**config.mk**
```make
export PLATFORM = sky130hd
export DESIGN_NAME = vga_scan_generator
export DESIGN_NICKNAME = d
export VERILOG_FILES = /design/src/rtl/vga_timing_pkg.sv /design/src/rtl/pixel_tick_divider.sv /design/src/rtl/vga_scan_generator.sv
export SDC_FILE = /design/constraint.sdc
export NUM_CORES = 1
export LEC_CHECK = 0
export ABC_AREA = 1
export CAP_MARGIN = 30
export CORE_AREA = 8 8 88 90
export DETAILED_ROUTE_END_ITERATION = 12
export DIE_AREA = 0 0 96 98
export DONT_BUFFER_PORTS = 1
export GPL_TIMING_DRIVEN = 0
export HOLD_SLACK_MARGIN = 0.05
export SYNTH_ARGS = -nofsm -noshare
export SYNTH_HDL_FRONTEND = slang
export SYNTH_HIERARCHICAL = 1
export SYNTH_SLANG_ARGS = --single-unit
```
**constraint.sdc**
```tcl
create_clock -name CLK -period 2 [get_ports CLK]
set_clock_uncertainty 0.1 [all_clocks]
set_input_delay 0.4 -clock CLK [delete_from_list [all_inputs] [get_ports CLK]]
set_output_delay 0.4 -clock CLK [all_outputs]
set_load 0.03 [all_outputs]
```
**src/rtl/vga_timing_pkg.sv**
```systemverilog
// vga_timing_pkg: 640x480@60 timing defaults, scan-total helpers and the shared coordinate type
package vga_timing_pkg;
    typedef logic [9:0] coord_t;
    localparam int CLK_DIV_DEF  = 2;
    localparam int H_ACTIVE_DEF = 640;
    localparam int H_FP_DEF     = 16;
    localparam int H_SYNC_DEF   = 96;
    localparam int H_BP_DEF     = 48;
    localparam int V_ACTIVE_DEF = 480;
    localparam int V_FP_DEF     = 10;
    localparam int V_SYNC_DEF   = 2;
    localparam int V_BP_DEF     = 33;
    localparam int COORD_LIMIT  = 1024;

    function automatic int scan_total(input int active, input int fp, input int sync, input int bp);
        return active + fp + sync + bp;
    endfunction

    function automatic logic in_window(input int pos, input int lo, input int len);
        return pos >= lo && pos < lo + len;
    endfunction
endpackage

```
**src/rtl/pixel_tick_divider.sv**
```systemverilog
// pixel_tick_divider: one-CLK pixel strobe every CLK_DIV system clocks
module pixel_tick_divider #(
    parameter int CLK_DIV = 2
) (
    input  logic CLK,
    input  logic RST,
    output logic PIXEL_EN
);
    localparam int W = CLK_DIV > 1 ? $clog2(CLK_DIV) : 1;
    localparam logic [W-1:0] LAST = W'(CLK_DIV - 1);
    logic [W-1:0] r_cnt;
    logic         r_live;
    // Phase counter; r_live holds the strobe low in the cycle right after reset, which matters when CLK_DIV=1
    always_ff @(posedge CLK) begin
        if (RST) begin
            r_cnt  <= '0;
            r_live <= 1'b0;
        end else begin
            r_cnt  <= (r_cnt == LAST) ? '0 : r_cnt + 1'b1;
            r_live <= 1'b1;
        end
    end
    assign PIXEL_EN = r_live && (r_cnt == LAST);
endmodule

```
**src/rtl/vga_scan_generator.sv**
```systemverilog
// vga_scan_generator: raster position, sync, active-video and line/frame markers at the pixel rate
module vga_scan_generator
    import vga_timing_pkg::*;
#(
    parameter int CLK_DIV  = CLK_DIV_DEF,
    parameter int H_ACTIVE = H_ACTIVE_DEF,
    parameter int H_FP     = H_FP_DEF,
    parameter int H_SYNC   = H_SYNC_DEF,
    parameter int H_BP     = H_BP_DEF,
    parameter int V_ACTIVE = V_ACTIVE_DEF,
    parameter int V_FP     = V_FP_DEF,
    parameter int V_SYNC   = V_SYNC_DEF,
    parameter int V_BP     = V_BP_DEF
) (
    input  logic       CLK,
    input  logic       RST,
    output logic       PIXEL_EN,
    output logic [9:0] POS_X,
    output logic [9:0] POS_Y,
    output logic       HSYNC,
    output logic       VSYNC,
    output logic       VIDEO_ON,
    output logic       LINE_START,
    output logic       FRAME_START
);
    localparam int H_TOTAL = scan_total(H_ACTIVE, H_FP, H_SYNC, H_BP);
    localparam int V_TOTAL = scan_total(V_ACTIVE, V_FP, V_SYNC, V_BP);
    localparam coord_t H_LAST = coord_t'(H_TOTAL - 1);
    localparam coord_t V_LAST = coord_t'(V_TOTAL - 1);

    generate
        if (H_TOTAL > COORD_LIMIT || V_TOTAL > COORD_LIMIT || CLK_DIV < 1) begin : g_bad_cfg
            $error("vga_scan_generator: totals must be <= 1024 and CLK_DIV >= 1");
        end
    endgenerate

    logic   w_pixel_en;
    coord_t w_nx, w_ny;
    coord_t r_x, r_y;
    logic   r_hs, r_vs, r_vid, r_ls, r_fs;

    pixel_tick_divider #(.CLK_DIV(CLK_DIV)) u_div (
        .CLK      (CLK),
        .RST      (RST),
        .PIXEL_EN (w_pixel_en)
    );

    // Next scan position: column wraps every line, line wraps on the last column of the last line
    always_comb begin
        w_nx = (r_x == H_LAST) ? '0 : r_x + 1'b1;
        w_ny = (r_x != H_LAST) ? r_y : (r_y == V_LAST) ? '0 : r_y + 1'b1;
    end

    // Position and its decodes load together from the next position so they never skew; markers last one CLK
    always_ff @(posedge CLK) begin
        if (RST) begin
            r_x   <= H_LAST;
            r_y   <= V_LAST;
            r_hs  <= 1'b1;
            r_vs  <= 1'b1;
            r_vid <= 1'b0;
            r_ls  <= 1'b0;
            r_fs  <= 1'b0;
        end else if (w_pixel_en) begin
            r_x   <= w_nx;
            r_y   <= w_ny;
            r_hs  <= !in_window(int'(w_nx), H_ACTIVE + H_FP, H_SYNC);
            r_vs  <= !in_window(int'(w_ny), V_ACTIVE + V_FP, V_SYNC);
            r_vid <= in_window(int'(w_nx), 0, H_ACTIVE) && in_window(int'(w_ny), 0, V_ACTIVE);
            r_ls  <= w_nx == '0;
            r_fs  <= w_nx == '0 && w_ny == '0;
        end else begin
            r_ls  <= 1'b0;
            r_fs  <= 1'b0;
        end
    end

    assign PIXEL_EN    = w_pixel_en;
    assign POS_X       = r_x;
    assign POS_Y       = r_y;
    assign HSYNC       = r_hs;
    assign VSYNC       = r_vs;
    assign VIDEO_ON    = r_vid;
    assign LINE_START  = r_ls;
    assign FRAME_START = r_fs;
endmodule
```
==> reports/metrics.cfg, run 1 <==
[layout]
finalNetCount=293
final_design_area_no_fill_um2=2019
post-route-util_pct=31.10
num_antenna_cells=0
area_growth_syn_to_layout_pct=16.53
drive_above_1_share_pct=16.03

[setup_path]
critPathLaunchType=flop
cp.required_ns=2.08
crit_type=reg -> reg
crit_path_top_delay_cell=dfxtp_4
crit_path_cell_trace=ha_4 -> nand2_4 -> nor2_2 -> inv_2 -> nor2_4 -> nand2_1 -> nand2_1 -> nand3_1 -> nor2_1 -> nand2_1 -> nand2_1 -> nand2_1
crit_arrival_ns=2.10
crit_path_max_fanout=8
crit_family=simple AND/OR/NAND/NOR gates
slowest_delay_ns=0.46
end_kind=flop
path_common_cell=nand2_1
path_buf_inv=1

[timing]
fmax_mhz=495.9
fin_crit_sh_pct=100.8
finalHoldViolCount=0
tns_ns=-0.01638
worst_pin_slew_ns=0.5626
timing.hold.ws_ns=0.06658
relSlewSlack_pct=62.44
rsz0062_at_grt=yes
final_max_slew_viol_count=0
setup_violations=1
min_period_ns=2.016
layout_setup_ws_ns=-0.01638

[pwr]
power_switching_mw=0.5888
p_seq_share_pct=46.9
pwr-share-clk_pct=22.5
vdd_drop_max_mv=0.3047
p_leak_nw=0.9359
internal-power_mw=0.8758
switching_share_pct=40.20
power_density_nw_per_um2=725.2
combinationalPowerShare_pct=30.6

[synthesis]
synth.largest_area_cell=dfxtp_1
synth_edf_count=0
ys_top_cells_by_count=73 x nand2_1, 42 x inv_1, 33 x nor2_1
syn-cell-area_um2=1733
yosysSeqAreaShare_pct=31.19
syn_inst=282
ys_types=27
avgSynthCellArea_um2=6.145
synthMostInstantiatedCell=nand2_1
synth_top_area_share_pct=31.19
synth-seq-cells=27
ys.flop_type=dfxtp_1
synth-warning-count=6
synth_area_leaders=dfxtp_1 31%, nand2_1 16%, inv_1 9.1%
async_flop_share_pct=0
synth_nets=287

[job]
drv_cap=0

[die]
core_area_um2=6494
dieArea_um2=9408
die_width_um=96
ios=28
row_count=30
die_h_um=98
initial_utilization_pct=26.69

[routing]
first_iter_violations=122
viasPerCell=4.932
post-route-drc-count=0
drtPass1Iterations=4
detail-route-antenna-nets=0
vias=1810
wl_per_cell_um=13.83
routed_wl_um=5077

[global_routing]
grt_max_degree=15
antenna_found_initial=0
grt-ovfl-total=0
track_usage_pct=11.01
first_global_vias=1686
grt_pass1_wl_um=8349

[clocking]
cts_buffers=3
cts_setup_buffers=0
cts_tree=yes
clk_latency_ns=0.28
ctsHoldBuffers=0
clk_pin_slew_worst_paths_ns=0.10
cts_root_buffer=clkbuf_8
cts.sinks=27
h-tree-depth=1
cts_max_path_buffers=2

[run_status]
outcome=complete, but fails checks
violations=negative setup slack

[placed_design]
port_buffers=0
dp_slack_ns=-0.3407
place_area_um2=1833
dp_hpwl_um=3637
gp_congestion=0.8865

[hold_path]
hp-class=in -> reg

[what timing repair did]
| item | 4_1_cts | 5_1_grt |
|---|---|---|
| gates cloned | 0 | 1 |
| pin swaps | 0 | 6 |
| resized for setup | 17 | 25 |
| setup endpoints to repair | 16 | 17 |
[per-stage QoR]
stage / total power, mW / cells
3_3_place_gp: 1.072 / 362
3_5_place_dp: 1.074 / 362
2_1_floorplan: 0.9796 / 282
4_1_cts: 1.403 / 366
5_1_grt: 1.562 / 367
6_report: 1.465 / 367
[worst paths after layout]
kind	slack, ns	depth (start not counted)	start	to
worst min register to register	0.31	1	u_div/r_cnt$_SDFF_PP0_	u_div/r_cnt$_SDFF_PP0_
worst max-delay path	-0.02	12	POS_X[0]$_SDFFE_PP1P_	VSYNC$_SDFFE_PP1P_
worst min-delay path	0.07	1	RST	u_div/r_live$_DFF_P_
worst max register to register	-0.02	12	POS_X[0]$_SDFFE_PP1P_	VSYNC$_SDFFE_PP1P_
[state kept, by name, indices dropped and copies added (netlist names)]
signal / flops
POS_X: 10
POS_Y: 10
LINE_START: 1
VSYNC: 1
u_div/r_cnt: 1
VIDEO_ON: 1
FRAME_START: 1
u_div/r_live: 1
HSYNC: 1
[per-layer routing]
| layer | share of wire, % | vias to the layer above | global-route usage, % |
|---|---|---|---|
| li1 | - | 923 | - |
| met5 | 0 | - | 0 |
| met3 | 5.5 | 8 | 2.916 |
| met2 | 46 | 38 | 16.31 |
| met1 | 46 | 841 | 14.33 |
| met4 | 2.1 | 0 | 4.970 |
[cell type report]
type	count	area (um2)
fill	721	4474
multi-input combinational	203	1071
sequential	27	568.0
inverter	43	161.4
tap	80	100.1
buffer	9	48.80
clock buffer	4	45.04
timing repair buffer	1	25.02
[kinds of logic after synthesis]
group,synth area share (%)
simple gates,38.77
flops,31.19
compound gates,15.02
buf+inv,11.84
xor+xnor,1.011
fa+ha+maj,2.166
[worst register-to-register path, delay by kind of cell (launching register included)]
family	cells	cell delay (ns)
and+or+nand+nor	10	1.10
adders and majority gates	1	0.18
DFF	1	0.46
buffers and inverters	1	0.08
[cells in the final DEF (no fill, tap or decap), drive strengths merged]
cell type and instances:
o211ai 2, nor3 2, or2 1, xor2 2, ha 3, nand4 9, a31oi 1, and3 1
nor2 36, o21ai 20, o31ai 2, clkbuf 11, nand2 74, o21bai 2, buf 3, nand3 27
dfxtp 27, inv 43, a21oi 21
[power by group through the flow]
stage	logic [mW]	registers, mW	clock network [mW]
floorplan	0.304	0.676	0
global placement	0.377	0.696	0
detailed placement	0.377	0.696	0
CTS	0.383	0.685	0.335
global route	0.499	0.697	0.367
finish	0.448	0.687	0.329
No activity file was read; power rests on OpenSTA's default activity.
==> inputs of run 2 (changes only) <==
--- a/config.mk
+++ b/config.mk
@@ -7,13 +7,12 @@
 export LEC_CHECK = 0
 export ABC_AREA = 1
 export CAP_MARGIN = 30
-export CORE_AREA = 8 8 88 90
+export CORE_AREA = 8 8 87 89
 export DETAILED_ROUTE_END_ITERATION = 12
-export DIE_AREA = 0 0 96 98
+export DIE_AREA = 0 0 95 97
 export DONT_BUFFER_PORTS = 1
 export GPL_TIMING_DRIVEN = 0
 export HOLD_SLACK_MARGIN = 0.05
 export SYNTH_ARGS = -nofsm -noshare
 export SYNTH_HDL_FRONTEND = slang
-export SYNTH_HIERARCHICAL = 1
 export SYNTH_SLANG_ARGS = --single-unit
==> run 2 against run 1 <==
Against the previous run: the run now ends clean; design area increased by 2.0%; global-route usage decreased by 0.21 points; routed wire length increased by 2.7%; setup slack improved by 0.071 ns; sequential power decreased by 0.9%; register-to-register slack improved by 0.07 ns; hold slack improved by 0.26 ns; critical path depth decreased by 2; area after synthesis decreased by 3.5%; non-clock buffer count increased by 8; clock power increased by 7.0%.
==> reports/metrics.cfg, run 2 <==
[die]
die_width_um=95
dieArea_um2=9215
core_area_um2=6205
row_count=29
ios=28
die_h_um=97
initial_utilization_pct=26.96

[synthesis]
synth_area_leaders=dfxtp_1 32%, nand2_1 17%, inv_1 7.6%
yosysSeqAreaShare_pct=32.31
synth_top_area_share_pct=32.31
syn_inst=264
ys.flop_type=dfxtp_1
ys_types=32
synth-warning-count=0
synth-seq-cells=27
synth.largest_area_cell=dfxtp_1
synth_edf_count=0
syn-cell-area_um2=1673
ys_top_cells_by_count=76 x nand2_1, 34 x inv_1, 27 x dfxtp_1
synthMostInstantiatedCell=nand2_1
synth_nets=269
avgSynthCellArea_um2=6.337
async_flop_share_pct=0

[layout]
drive_above_1_share_pct=25.09
register_area_um2=576.8
final_cell_mix=73 x nand2_1, 32 x inv_1, 17 x a21oi_1
stdcell_count=356
final_common_cell=nand2_1
num_antenna_cells=0
post-route-util_pct=33.21
nFillCells=678
finalNetCount=285
area_growth_syn_to_layout_pct=23.19
final_design_area_no_fill_um2=2061
multi_input_area_um2=1075

[timing]
finalHoldViolCount=0
min_period_ns=1.945
worst_pin_slew_ns=0.5931
fin_crit_sh_pct=97.26
setup_violations=0
layout_setup_ws_ns=0.05475
final_max_slew_viol_count=0
fmax_mhz=514.1
rsz0062_at_grt=yes
relSlewSlack_pct=60.46

[hold_path]
hold_depth=1
hp-class=reg -> reg

[setup_path]
critPathLaunchType=flop
crit_path_cell_trace=ha_4 -> nand2_4 -> nor2_8 -> inv_6 -> nor2_4 -> or2_1 -> nand3_2 -> nor2_1 -> nand4_1 -> nor2_2
cp.required_ns=2.13
crit_arrival_ns=2.08
ff2ff_path_depth=10
slowest_delay_ns=0.46
end_kind=flop
crit_type=reg -> reg
crit_path_max_fanout=6
crit_path_top_delay_cell=dfxtp_4

[pwr]
power_switching_mw=0.6349
internal-power_mw=0.9162
p_seq_share_pct=43.9
combinationalPowerShare_pct=33.4
total_power_mw=1.551
vdd_drop_max_mv=0.3058
pwr-share-clk_pct=22.7
power_density_nw_per_um2=752.7
p_leak_nw=0.9506
switching_share_pct=40.93

[routing]
first_iter_violations=70
vias=1772
wl_per_cell_um=14.65
viasPerCell=4.978
detail-route-antenna-nets=0
routed_wl_um=5216
drtPass1Iterations=4
post-route-drc-count=0

[global_routing]
met3_usage_pct=3.787
first_global_vias=1597
grt.busiest_layer=met2
use_met1_pct=12.53
track_usage_pct=10.79
grt_max_degree=18
grt_pass1_wl_um=7900
antenna_found_initial=0
grt-ovfl-total=0
grtUsageMet2_pct=17.77

[run_status]
outcome=finished clean

[clocking]
clk_latency_ns=0.29
cts_tree=yes
cts_buffers=3
cts.sinks=27
h-tree-depth=1
clk_pin_slew_worst_paths_ns=0.11
cts_max_path_buffers=2
cts_root_buffer=clkbuf_8
ctsHoldBuffers=0

[placed_design]
place_area_um2=1769
port_buffers=0
dp_hpwl_um=3685
dp_slack_ns=-0.2848
gp_congestion=0.8629
placed_cells=341

[job]
drv_cap=0

==> run 2: cell count changes in the layout (fill, tap and decap cells not counted), sizes merged, moves of 3 or more <==
cell / before / now
buf: 3 / 13
nor2: 36 / 27
nand3: 27 / 23
a21oi: 21 / 18
nand2: 74 / 79
clkbuf: 11 / 8
inv: 43 / 36
==> run 2: cell type report <==
class	count	share of cell area, %
sequential	27	27.99
timing repair buffer	10	3.825
multi-input combinational	194	52.16
inverter	36	6.800
tap	77	4.675
clock inverter	1	0.4250
clock buffer	3	2.004
buffer	8	2.125
==> run 2: per-stage QoR <==
stage	setup TNS, ns	hold slack [ns]
global route	-0.1290	0.3653
detailed placement	-1.561	0.3110
global placement	-1.287	0.3051
CTS	0	0.3281
finish	0	0.3283
floorplan	0	0.2924
==> run 2: worst paths after layout <==
kind / startpoint / end / slack (ns)
worst max-delay path: POS_X[0]$_SDFFE_PP1P_ / FRAME_START$_SDFF_PP0_ / 0.05
worst min-delay path: u_div.r_cnt$_SDFF_PP0_ / u_div.r_cnt$_SDFF_PP0_ / 0.33
worst max register to register: POS_X[0]$_SDFFE_PP1P_ / FRAME_START$_SDFF_PP0_ / 0.05
worst min register to register: u_div.r_cnt$_SDFF_PP0_ / u_div.r_cnt$_SDFF_PP0_ / 0.33
==> run 2: logic make-up (layout without fill, tap and decap cells) <==
group,Yosys count,after routing,share of synthesized area [%]
buf+inv,44,58,10.62
flops,27,27,32.31
compound gates,45,45,15.18
fa+ha+maj,3,3,2.244
simple gates,144,145,39.12
xor+xnor,1,1,0.5237
==> run 2: critical path, delay by kind of cell (launching register included) <==
kind                     cells  cell delay (ns)
adder cells (fa/ha/maj)      1             0.17
buffers and inverters        1             0.07
flip-flops                   1             0.46
AND/OR/NAND/NOR              8             1.09
==> run 2: routing by layer <==
layer / up-vias / wire (um)
li1: 896 / -
met1: 812 / 2229
met2: 54 / 2509
met3: 10 / 398
met4: 0 / 78
met5: - / 0
==> run 2: power by group through the flow <==
| stage | Clock (mW) | Combinational [mW] | Sequential [mW] |
|---|---|---|---|
| detailed placement | 0 | 0.378 | 0.691 |
| global route | 0.393 | 0.569 | 0.690 |
| floorplan | 0 | 0.301 | 0.673 |
| finish | 0.352 | 0.518 | 0.681 |
| global placement | 0 | 0.373 | 0.691 |
| CTS | 0.364 | 0.386 | 0.681 |
==> run 2: what timing repair did <==
item | 4_1_cts | 5_1_grt
gates cloned | 0 | 1
gates resized for setup | 16 | 40
setup buffers | 1 | 9
pin swaps | 1 | 20
setup endpoints to repair | 14 | 5
hold endpoints to repair | 0 | 0
